$ cat config.mk
export PLATFORM = sky130hd
export DESIGN_NAME = led_frame_scheduler
export DESIGN_NICKNAME = d
export VERILOG_FILES = /design/src/rtl/led_frame_scheduler.sv
export SDC_FILE = /design/constraint.sdc
export NUM_CORES = 1
export LEC_CHECK = 0
export CAP_MARGIN = 0
export CORE_MARGIN = 3
export CORE_UTILIZATION = 55
export DETAILED_ROUTE_END_ITERATION = 10
export PLACE_DENSITY = 0.86
export SLEW_MARGIN = 20
export SYNTH_ARGS = -nofsm -noshare
export SYNTH_HDL_FRONTEND = slang
export SYNTH_SLANG_ARGS = --single-unit
$ cat constraint.sdc
create_clock -name clk -period 12.3 [get_ports clk]
set_input_delay 1.845 -clock clk [delete_from_list [all_inputs] [get_ports clk]]
set_output_delay 1.845 -clock clk [all_outputs]
set_load 0.1 [all_outputs]
$ cat src/rtl/led_frame_scheduler.sv
// Frame sequencer for a WS2812 serializer: reads one frame of RGB pixels from a
// double-banked RAM, scales by brightness, reorders to GRB and streams words.
module led_frame_scheduler #(
  parameter int          N_LEDS       = 60,
  parameter int          ADDR_W       = 6,
  parameter logic [31:0] GAP_CYCLES   = 32'd30000,
  parameter logic [31:0] FRAME_PERIOD = 32'd1666666
) (
  input  logic              clk,
  input  logic              rst,
  input  logic              start,
  input  logic              auto_en,
  input  logic [ADDR_W:0]   cfg_len,
  input  logic [7:0]        brightness,
  input  logic              swap_req,
  output logic              rd_en,
  output logic              rd_bank,
  output logic [ADDR_W-1:0] rd_addr,
  input  logic [23:0]       rd_data,
  output logic [23:0]       m_data,
  output logic              m_valid,
  input  logic              m_ready,
  output logic              busy,
  output logic              frame_done,
  output logic              overrun
);

  typedef enum logic [1:0] {IDLE, FILL, STREAM, GAP} state_t;

  localparam logic [ADDR_W:0] N_MAX = (ADDR_W+1)'(N_LEDS);
  localparam logic [ADDR_W:0] ONE   = (ADDR_W+1)'(1);
  localparam logic [ADDR_W:0] TWO   = (ADDR_W+1)'(2);

  state_t            state, state_next;
  logic [ADDR_W:0]   len_r, len_in, idx, acc_cnt;
  logic [7:0]        bri_r;
  logic [31:0]       timer, gap_cnt;
  logic              pending, swap_pend;
  logic              expiry, trig_evt, trig, capture, accept;
  logic              vld_p0;
  logic [23:0]       fifo_mem_p1 [2];
  logic              wr_ptr, rd_ptr;
  logic [1:0]        fifo_cnt, cnt_next, fill_target;

  function automatic logic [7:0] scale(input logic [7:0] c, input logic [7:0] b);
    logic [16:0] prod;
    prod = {9'd0, c} * ({9'd0, b} + 17'd1);
    return 8'(prod >> 8);
  endfunction

  assign expiry      = auto_en && (timer == FRAME_PERIOD - 32'd1);
  assign trig_evt    = start || expiry;
  assign trig        = trig_evt || pending;
  assign capture     = (state == IDLE) && trig;
  assign len_in      = (cfg_len > N_MAX) ? N_MAX : cfg_len;
  assign m_valid     = (state == STREAM) && (fifo_cnt != 2'd0);
  assign accept      = m_valid && m_ready;
  // Occupancy after this edge, counting the word already in flight from the RAM.
  assign cnt_next    = fifo_cnt + {1'b0, vld_p0} - {1'b0, accept};
  assign fill_target = (len_r >= TWO) ? 2'd2 : 2'd1;
  assign rd_en       = ((state == FILL) || (state == STREAM)) && (idx < len_r) &&
                       (cnt_next < 2'd2);
  assign rd_addr     = idx[ADDR_W-1:0];
  assign busy        = (state != IDLE);
  assign m_data      = m_valid ? fifo_mem_p1[rd_ptr] : 24'd0;

  always_comb begin
    state_next = state;
    frame_done = 1'b0;
    case (state)
      IDLE:    if (trig && (len_in != '0)) state_next = FILL;
      FILL:    if (cnt_next >= fill_target) state_next = STREAM;
      STREAM:  if (accept && (acc_cnt + ONE == len_r)) state_next = GAP;
      GAP: begin
        if (gap_cnt == GAP_CYCLES - 32'd1) begin
          frame_done = 1'b1;
          state_next = IDLE;
        end
      end
      default: state_next = IDLE;
    endcase
  end

  always_ff @(posedge clk) begin
    if (rst) begin
      state     <= IDLE;
      len_r     <= '0;
      idx       <= '0;
      acc_cnt   <= '0;
      timer     <= '0;
      gap_cnt   <= '0;
      pending   <= 1'b0;
      swap_pend <= 1'b0;
      rd_bank   <= 1'b0;
      overrun   <= 1'b0;
      vld_p0    <= 1'b0;
      wr_ptr    <= 1'b0;
      rd_ptr    <= 1'b0;
      fifo_cnt  <= 2'd0;
    end else begin
      state    <= state_next;
      vld_p0   <= rd_en;
      fifo_cnt <= cnt_next;
      timer    <= (!auto_en || expiry) ? 32'd0 : timer + 32'd1;
      gap_cnt  <= (state == GAP) ? gap_cnt + 32'd1 : 32'd0;
      if (rd_en)  idx     <= idx + ONE;
      if (accept) acc_cnt <= acc_cnt + ONE;
      if (vld_p0) wr_ptr  <= ~wr_ptr;
      if (accept) rd_ptr  <= ~rd_ptr;
      // Any IDLE cycle consumes the pending request; while busy, triggers queue up.
      if (state == IDLE)  pending <= 1'b0;
      else if (trig_evt)  pending <= 1'b1;
      if ((state != IDLE) && expiry) overrun <= 1'b1;
      swap_pend <= swap_req || (swap_pend && !capture);
      if (capture) begin
        len_r   <= len_in;
        idx     <= '0;
        acc_cnt <= '0;
        wr_ptr  <= 1'b0;
        rd_ptr  <= 1'b0;
        if (swap_pend) rd_bank <= ~rd_bank;
      end
    end
  end

  // Stage p1: scaled, reordered pixel word written into the FIFO.
  always_ff @(posedge clk) begin
    if (capture) bri_r <= brightness;
    if (vld_p0)
      fifo_mem_p1[wr_ptr] <= {scale(rd_data[15:8], bri_r), scale(rd_data[23:16], bri_r),
                              scale(rd_data[7:0], bri_r)};
  end

endmodule

### Word-level counts from Yosys, hierarchy flattened

Memory sizes are Yosys's and may differ from the RTL's. A register that Yosys moved wholly into a read port is not among the register bits.
Index checks and enable logic that the tools add are counted.

* bitwise gates (word level): 4
* $lt $le $gt $ge: 5
* muxes and demuxes: 14
* equal/unequal tests: 10
* $mul: 3
* reduce and logical (&&, ||, !) cells: 27
* $add $sub $neg: 7

Operator list (number)
* 32-bit by 1-bit adder with 32-bit output (second input constant): 2
* 8-bit by 17-bit multiplier with 16-bit output: 2
* 32-bit by 15-bit == test with 1-bit output (second input constant): 1
* 32-bit by 21-bit == test with 1-bit output (second input constant): 1
* 24-bit two-way mux: 1
* 8-bit by 9-bit multiplier with 16-bit output: 1
* 7-bit by 1-bit adder with 7-bit output (second input constant): 2
* 1-bit logical AND: 10
* 2-bit two-way mux: 5
* 8-bit by 1-bit adder with 9-bit output (second input constant): 1
* 2-bit case mux with 4 select lines: 1
* 2-bit OR reduction: 4
* 7-bit == test: 1
* 7-bit by 2-bit greater-or-equal comparator with 1-bit output (second input constant): 1
* 7-bit by 6-bit greater-than comparator with 1-bit output (second input constant): 1
* 7-bit < comparator: 1
* 7-bit two-way mux: 1
* 7-bit nonzero test: 1
* 1-bit two-way mux: 6
* 2-bit by 1-bit inequality test with 1-bit output (second input constant): 3
* 1-bit logical OR: 5
* 2-bit == test (second input constant): 2
* 1-bit inverter: 4
* 4-bit AND reduction: 1
* other kinds (10): 12

* register bits after elaboration: 104
* output and inout port bits: 36
* input port bits: 45
* memories kept: 1
* memory bits (writable): 48

Memory list
* fifo_mem_p1: depth 2, width 24, rd ports 1, clocked after memory_dff 1, write ports 1, RTL line 41 `logic [23:0] fifo_mem_p1 [2];`

### Longest topological paths before layout

Gate-level depths: netlist of run 1.

* word-level depth: 8
* gate-level depth with buffers: 20
* depth with buffers taken out: 19

### Worst setup path after synthesis of run 1

OpenSTA, ideal clock, no wires.

* path type: in2out
* from: in m_ready
* to: out rd_en
* path slack: 5.733 ns
* cell stages on the path: 8
* arrival: 4.722 ns
* path through: o211ai_2 > inv_1 > ha_1 > inv_1 > ha_1 > xnor2_1 > nand4b_1 > a21oi_1

* word-level cells in the longest chain between the ends: 4

RTL lines
* from (decl): RTL line 22 `input logic m_ready,`
* 1-bit logical AND: RTL line 57 `assign accept = m_valid && m_ready;`
* net accept: RTL line 39 `logic expiry, trig_evt, trig, capture, accept;`
* 2-bit by 1-bit subtractor with 2-bit output: RTL line 59 `assign cnt_next = fifo_cnt + {1'b0, vld_p0} - {1'b0, accept};`
* 2-bit < comparator: RTL line 62 `(cnt_next < 2'd2);`
* 1-bit logical AND: RTL line 61 `assign rd_en = ((state == FILL) || (state == STREAM)) && (idx < len_r) &&`
* to (decl): RTL line 16 `output logic rd_en,`

The timed path passes the listed nets, and every way through them passes these cells.

### Worst setup path after layout of run 1

Ends and elaborated chain as after synthesis.

==> impl_results.md, run 1 <==
- Outcome: finished clean
- Slew @ Worst Pin: between 1000 and 1500 ps
- VDD IR-drop max: 0.169 mV
- Mapped cell area: approximately 13000 sq um
- # IOs: 81
- Clk sinks: 153
- Die height: roughly 160 um
- Max Transition Viols Final: 0
- Cells after synthesis: roughly 1400
- Ys Warns: 0
- Final setup vio count: 0
- First-pass GRT wire length: 49.0 mm
- Compound-Gate Fraction of Synth Area: 5.15%
- Min-Delay Path Class: flip-flop to flip-flop
- Max_cap viols: 0
- Nets: 1744
- Core area: between 20000 and 25000 sq um
- CTS Hold Bufs: 0
- GR Util All Layers: 23.1%
- Fmax: between 100 and 150 MHz
- Setup bufs post-CTS: 0
- Max-slew headroom: 24.9%
- Largest net degree at the start of global routing: 33
- Hpwl dp: between 20 and 25 mm
- Tcrit/Tclk final: 58.3%
- Primary FF master, synth: dfxtp_1
- Leak: 6.35 nW
- Layout area overhead: 13.2%
- Crit path launch type: primary input
- Unique masters post-synth: 56
- Skew final: about 15 ps
- Gr ovfl total: 0
- Die span in x: approximately 160 um
- XOR/XNOR Fraction of Synth Area: between 7 and 8%
- Post_cts resized: 0
- Mean Syn Cell Area: 9.38 sq um
- Htree depth: 4
- Vias: 9764
- RSZ-0062 raised after global routing: false
- Vias in the first global route: 10500
- Setup crit end kind: output port
- R2R Setup Slk: between 5000 and 6000 ps
- Pre-CTS setup slack: 5140 ps
- CTS tree: built
- Worst EP required: 10450 ps
- Starting Density: a little under three fifths
- Synth top area cells: fa_1, dfxtp_1, edfxtp_1
- Largest family of logic cells by synthesized area: adder cells
- Reg-to-reg critical path endpoint: fifo_mem_p1[0][7]
- Multiplexer share of the synthesized area: ~2%
- TNS Setup: 0 ps
- Final worst-path setup slack: slightly above 5000 ps
- End point of the critical path: rd_en
- Die area: 25700 sq um
- Post-synthesis sequential area ratio: 27.7%
- TritonCTS buffer count: 17
- CTS clk-pin slew, worst paths: around 70 ps
- Core Rows: 55
- Post-Synth Simple-Gate Area: approximately a fifth
- Min cycle time layout: 7170 ps
- Root buffer cell: clkbuf_16
- Worst-path fanout max: 9
- Critical path class: primary input to output port
- Number of flops mapped to enable cells by yosys: 56
- Drt first pass iters: 5
- Power Dens Cells: 272 nW/um^2
- Routed Antenna Nets: 0
- Worst r2r src: bri_r[0]
- Drt drc: 0
- Seq cells post-synth: 153
- Share of cells above drive strength 1: 3.93%
- Count leader, synth: inv_1
- 1st-iter DRT viols: 579
- Ant diodes: 0
- Crit. Startpoint: m_ready
- Top-area cell type share of the netlist area: 18.4%
- Synth area leader: fa_1
- Fraction of registers with async set/reset: 0%
- Final GP Congestion: 0.871
- WL final: 28.3 mm
- Net Count, Synth: 1675
- Most instantiated cells after synthesis: inv_1, and2_1, nor2_1
- DR vias/cell: 5.46
- Clk_lat worst skew: 440 ps
- Drt wl/cell: 15.8 um
- Final-report hold violation count: 0
- Clk buf depth: 2
- Worst Reg-to-Reg Cells: 17
- Port bufs: 80
- Synth Area in Adders: 29.5%
- WP data arrival: 5320 ps
- Initial antenna violation count: 0
power by group:
group          total (mW)  switching [mW]  internal (mW)
sequential          0.850          0.0331          0.817
combinational        2.64            1.59           1.05
clock               0.537           0.258          0.279
total                4.03            1.88           2.15
cells by family after synthesis:
| group | Yosys count |
|---|---|
| flip-flops | 153 |
| AND/OR/NAND/NOR | 533 |
| XOR/XNOR | 114 |
| AO/OA/AOI/OAI | 102 |
| buffers and inverters | 230 |
| multiplexers | 26 |
| adder cells (fa/ha/maj) | 236 |
sequential cells by signal (all words and copies together) (netlist names), named ones only:
| signal | count |
|---|---|
| rd_bank | 1 |
| vld_p0 | 1 |
| acc_cnt | 7 |
| fifo_cnt | 2 |
| timer | 32 |
| fifo_mem_p1 | 48 |
| rd_ptr | 1 |
| len_r | 7 |
| idx | 7 |
| wr_ptr | 1 |
| swap_pend | 1 |
| state | 2 |
| overrun | 1 |
| gap_cnt | 32 |
| pending | 1 |
| bri_r | 8 |
stage by stage:
stage | power, mW | hold slack, ps | utilization [%] | instances | area, sq um
6_report | 4.03 | 483 | 64.4 | 1789 | 14800
5_1_grt | 4.46 | 503 | 64.4 | 1789 | 14800
4_1_cts | 4.05 | 483 | 64.4 | 1789 | 14800
3_5_place_dp | 3.48 | 470 | 61.7 | 1757 | 14200
3_3_place_gp | 3.34 | 446 | 61.7 | 1757 | 14200
2_1_floorplan | 2.84 | 430 | - | 1394 | 13100
final cells by class:
| cell class | count | area [sq um] |
|---|---|---|
| multi-input cells | 1011 | 8580 |
| inverters | 188 | 706 |
| repair buffers | 92 | 891 |
| flip-flops and latches | 153 | 3620 |
| fillers | 1797 | 8180 |
| clock inverters | 15 | 194 |
| well taps | 313 | 392 |
| clock buffers | 17 | 425 |
per-layer routing:
layer	GRT usage, %	wire [um]	vias up
li1	-	-	4650
met1	28.6	12000	4807
met2	40.1	14100	244
met3	4.31	1490	63
met4	8.88	753	0
met5	0	0	-
placed cells by master, fill, tap and decap left out, types with 5 or more instances in the layout:
cell             count
a211oi_1            10
a21o_1              13
a21oi_1             28
and2_1             147
and3_1              16
and4_1               5
buf_4               12
clkbuf_16           17
clkdlybuf4s50_1     80
clkinv_8             5
dfxtp_1             97
edfxtp_1            56
fa_1               120
ha_1               116
inv_1              188
mux2i_1             26
nand2_1             94
nand2b_1            11
nand3_1             31
nand4_1             18
nor2_1             137
nor2b_1             18
nor3_1              12
nor4_1               8
o21ai_0             19
or3_1               12
xnor2_1             60
xor2_1              54
worst max-delay path: stages:
cell and delay (ps):
clkdlybuf4s50_1 430, o211ai_2 180, inv_1 140, ha_1 300, inv_1 40, ha_1 180
xnor2_1 250, nand4b_1 240, a21oi_1 470, clkdlybuf4s50_1 1240
worst min path at each step:
| stage | from | end | slack, ps | cells after the start |
|---|---|---|---|---|
| detailed placement | overrun | overrun | 470 | 2 |
| floorplan | gap_cnt[0] | gap_cnt[0] | 430 | 1 |
| finish | acc_cnt[1] | acc_cnt[1] | 480 | 2 |
| global route | timer[0] | timer[0] | 500 | 1 |
| CTS | acc_cnt[1] | acc_cnt[1] | 480 | 2 |
| global placement | gap_cnt[0] | gap_cnt[0] | 450 | 1 |
Note: power is estimated with default switching activity, not from simulation.
==> inputs of run 2 (changes only) <==
Settings changed: PLACE_DENSITY 0.86 to 0.89.
Clock period 12.3 ns to 6.4 ns, I/O delays scaled along.
==> impl_results.md, run 2 (synthesis results as in run 1) <==
- DR vias/cell: between 5 and 6
- Max_cap viols: 0
- Power Internal: 4.23 mW
- TNS Setup: 0 ps
- Die area: 25700 sq um
- GR Util All Layers: ~23%
- WP data arrival: 5830 ps
- 1st-iter DRT viols: 657
- Nets: 1748
- Final setup vio count: 0
- Core Rows: 55
- Min cycle time layout: 5700 ps
- Starting Density: 56.9%
- Die span in x: ~160 um
- Fmax: around 180 MHz
- Hold path cells: 1
- TritonCTS buffer count: 17
- Outcome: finished clean
- Commonest non-fill, non-tap cells in the layout: inv_1, and2_1, nor2_1
- RSZ-0062 raised after global routing: false
- Share of cells above drive strength 1: about 4.3%
- Initial antenna violation count: 0
- Largest registers: fifo_mem_p1 x48, gap_cnt x32, timer x32
- Reg-to-reg critical path endpoint: fifo_mem_p1[1][15]
- Drt first pass iters: 5
- Htree depth: 4
- Worst hold path endpoint: gap_cnt[0]
- Worst Reg-to-Reg Cells: 18
- Worst EP required: approximately 6500 ps
- Core area: 23000 sq um
- WHS: 466 ps
- Worst r2r src: bri_r[0]
- Min-Delay Path Class: flip-flop to flip-flop
- Largest net degree at the start of global routing: 33
- Core Util, Final: 64.5%
- Critical path class: flip-flop to flip-flop
- Power share of the clock group: 13.0%
- Worst-path fanout max: 22
- First-pass GRT wire length: 49.1 mm
- Layout area overhead: 13.3%
- Root buffer cell: clkbuf_16
- CTS Hold Bufs: 0
- Slew @ Worst Pin: 1110 ps
- HP Start: gap_cnt[0]
- Drt drc: 0
- Max Transition Viols Final: 0
- Setup crit end kind: flip-flop
- Final worst-path setup slack: 702 ps
- Tcrit/Tclk final: between 80% and 90%
- Crit path launch type: flip-flop
- Hpwl dp: between 20 and 25 mm
- Gr ovfl total: 0
- Most flops, register: fifo_mem_p1
- Final-report hold violation count: 0
- R2R Setup Slk: approximately 700 ps
- Skew final: 12.0 ps
- Clk buf depth: 2
- Ant diodes: 0
- Leak: approximately 6.4 nW
- Max-slew headroom: approximately 25%
- Vias: roughly 10000
- Clk sinks: 153
- Sequential share of power: a little over a fifth
- WL final: 28.5 mm
- Die height: 160 um
- Routed Antenna Nets: 0
- Port bufs: 80
- Vias in the first global route: 10300
- NetSw: approximately 3.6 mW
- VDD IR-drop max: 0.421 mV
- Comb pwr share: between 60% and 70%
- Largest register FFs: 48
- Setup bufs post-CTS: 0
- Switching portion of total power: 45.7%
- CTS clk-pin slew, worst paths: 70 ps
- Final GP Congestion: roughly 0.86
- CTS tree: built
- Post_cts resized: 0
- Drt wl/cell: 15.9 um
- Power Dens Cells: 526 nW/um^2
- # IOs: 81
- Clk_lat worst skew: ~420 ps
- Pre-CTS setup slack: 579 ps
- Most common cell after layout, fill and taps aside: inv_1
run 2: cell types whose count changed in the layout (fill, tap and decap cells not counted), sizes merged:
cell,before,now
buf,12,17
clkinv,7,5
bufinv,0,1
clkbuf,17,18
clkdlybuf4s50,80,79
clkinvlp,0,1
inv,196,195
run 2: per-stage QoR:
stage	instances	total power [mW]	area (sq um)
floorplan	1394	5.46	13100
global placement	1761	6.46	14200
detailed placement	1761	6.72	14200
CTS	1793	7.82	14800
global route	1793	8.61	14800
finish	1793	7.79	14800
run 2: layer usage:
layer | track usage (%) | up-vias | share of wire, %
met5 | 0 | - | 0
met4 | 6.71 | 0 | 2.0
met3 | 4.93 | 54 | 5.6
met2 | 40.4 | 269 | 50
met1 | 28.7 | 4760 | 42
li1 | - | 4653 | -
run 2: worst max-delay path by stage:
stage                         end  slack, ps         from
6_report       fifo_mem_p1[1][15]        700     bri_r[0]
5_1_grt        fifo_mem_p1[1][23]        450     bri_r[0]
4_1_cts        fifo_mem_p1[0][15]        720     bri_r[0]
3_5_place_dp   fifo_mem_p1[1][14]        580  rd_data[23]
3_3_place_gp   fifo_mem_p1[0][14]        640  rd_data[23]
2_1_floorplan   fifo_mem_p1[0][7]       1180     bri_r[0]
run 2: final cells by class:
class                   instances  area [sq um]
clock inverters                14           150
well taps                     313           392
clock buffers                  18           450
multi-input cells            1011          8580
repair buffers                 96           918
fillers                      1775          8170
inverters                     188           706
flip-flops and latches        153          3620
run 2: power by group through the flow:
stage / Sequential (mW) / Combinational [mW] / Clock [mW]
final: 1.63 / 5.14 / 1.01
after global routing: 1.65 / 5.88 / 1.08
after CTS: 1.63 / 5.15 / 1.03
after detailed placement: 1.65 / 5.07 / 0
after global placement: 1.65 / 4.82 / 0
after floorplan: 1.64 / 3.82 / 0
run 2: worst max-delay path: stages (launching register included):
cell	delay, ps
edfxtp_1	470
buf_4	270
nand3_1	110
xnor2_1	280
buf_4	330
and2_1	180
fa_1	450
fa_1	540
fa_1	550
inv_1	50
fa_1	530
inv_1	40
ha_1	320
and3_1	160
a221oi_1	360
buf_4	200
o21ai_0	190
a21oi_1	220
o211ai_1	140
==> inputs of run 3 (changes only) <==
Settings changed: CTS_CLUSTER_SIZE set to 24, DONT_BUFFER_PORTS set to 1, PLACE_DENSITY 0.89 to 0.84.
==> impl_results.md, run 3 (synthesis results as in run 1) <==
- Max-slew headroom: 23.3%
- Hold path cells: 1
- Min-Delay Path Class: flip-flop to flip-flop
- Hpwl dp: approximately 21 mm
- Layout area overhead: 7.63%
- Worst-path fanout max: 21
- First-pass GRT wire length: 46.7 mm
- RSZ-0062 raised after global routing: false
- CTS tree: built
- WP data arrival: 6060 ps
- TritonCTS buffer count: 17
- Skew final: 15.0 ps
- Final setup vio count: 0
- Crit path launch type: flip-flop
- Vias: about 9400
- Worst EP required: 6570 ps
- Worst Reg-to-Reg Cells: 18
- FILL cells: 1874
- Largest registers: fifo_mem_p1 x48, gap_cnt x32, timer x32
- CTS Hold Bufs: 0
- R2R Setup Slk: a little over 500 ps
- Core area: 23000 sq um
- Initial antenna violation count: 1
- Worst hold path endpoint: gap_cnt[0]
- Register area: 3620 sq um
- Routed Antenna Nets: 0
- Starting Density: 56.9%
- HP Start: gap_cnt[0]
- Tcrit/Tclk final: 92.0%
- Leak: roughly 6 nW
- Largest register FFs: 48
- Reg-to-reg critical path endpoint: fifo_mem_p1[0][7]
- Commonest non-fill, non-tap cells in the layout: inv_1, and2_1, fa_1
- Share of cells above drive strength 1: 6.28%
- Post_cts resized: 0
- 1st-iter DRT viols: 605
- Die height: 160 um
- Critical path class: flip-flop to flip-flop
- Largest net degree at the start of global routing: 33
- Final GP Congestion: 0.863
- Fmax: 170 MHz
- GR Util All Layers: 22.1%
- Clk sinks: 153
- Most flops, register: fifo_mem_p1
- Clk buf depth: 2
- Max_cap viols: 0
- Vias in the first global route: 9947
- Port bufs: 0
- Htree depth: 4
- Gr ovfl total: 0
- Multi-input gate area: ~8700 sq um
- Drt drc: 0
- Clk_lat worst skew: around 430 ps
- Setup bufs post-CTS: 0
- Setup crit end kind: flip-flop
- Drt first pass iters: 5
- Core Rows: between 50 and 60
- CTS clk-pin slew, worst paths: 70 ps
- Min cycle time layout: between 5000 and 6000 ps
- Final-report hold violation count: 0
- Max Transition Viols Final: 0
- WL final: ~27 mm
- TNS Setup: 0 ps
- Die area: 25700 sq um
- Die span in x: between 150 and 200 um
- Final Power: 7.56 mW
- Slew @ Worst Pin: about 1100 ps
- Nets: 1669
- Drt wl/cell: 15.8 um
- VDD IR-drop max: 0.372 mV
- Outcome: finished clean
- DR vias/cell: between 5 and 6
- Worst r2r src: bri_r[0]
- Root buffer cell: clkbuf_16
- Power Dens Cells: about 540 nW/um^2
- # IOs: 81
- Most common cell after layout, fill and taps aside: inv_1
[run 3: per-stage QoR]
stage               instances  instance area [sq um]  utilization [%]  hold slack [ps]  setup slack, ps
finish                   1715                  14100             61.2              469              514
global route             1714                  14100             61.2              511              163
CTS                      1714                  14100             61.2              479              273
detailed placement       1682                  13500             58.7              463              288
global placement         1682                  13500             58.7              445              516
floorplan                1394                  13100                -              430             1180
[run 3: routing by layer]
metal	GRT usage, %	routed length (um)	part of all wire [%]	up-vias
li1	-	-	-	4497
met1	27.8	11600	43	4602
met2	37.7	13400	49	226
met3	5.47	1560	5.7	52
met4	6.51	539	2.0	2
met5	0	11	0.041	-
[run 3: worst max path at each step]
stage	start	end	slack, ps	depth (start not counted)
final	bri_r[0]	fifo_mem_p1[0][7]	510	18
after global placement	bri_r[1]	fifo_mem_p1[0][14]	520	16
after CTS	bri_r[1]	fifo_mem_p1[0][7]	270	16
after floorplan	bri_r[0]	fifo_mem_p1[0][7]	1180	17
after global routing	bri_r[0]	fifo_mem_p1[0][7]	160	18
after detailed placement	bri_r[1]	fifo_mem_p1[1][7]	290	16
[run 3: worst max-delay path, cell delays in order, from the launching register on]
cell	delay [ps]
edfxtp_1	350
buf_4	270
nand2_1	100
nor2_1	210
xor2_1	210
buf_4	250
and2_1	180
fa_1	460
fa_1	470
fa_1	550
inv_1	60
fa_1	530
inv_1	40
ha_1	320
and3_1	190
a221oi_1	760
o21ai_0	340
a21oi_1	260
xnor2_1	100
[run 3: power by group]
| group | internal, mW | switching (mW) |
|---|---|---|
| sequential | 1.57 | 0.0927 |
| combinational | 1.99 | 2.93 |
| clock | 0.546 | 0.430 |
| total | 4.11 | 3.45 |
[run 3: cell type report]
type,count,area share (%)
Multi-Input combinational cell,1011,61.5
Sequential cell,153,25.7
Inverter,188,5.01
Clock buffer,19,3.08
Tap cell,313,2.78
Clock inverter,13,0.942
Timing Repair Buffer,17,0.907
Antenna cell,1,0.0178
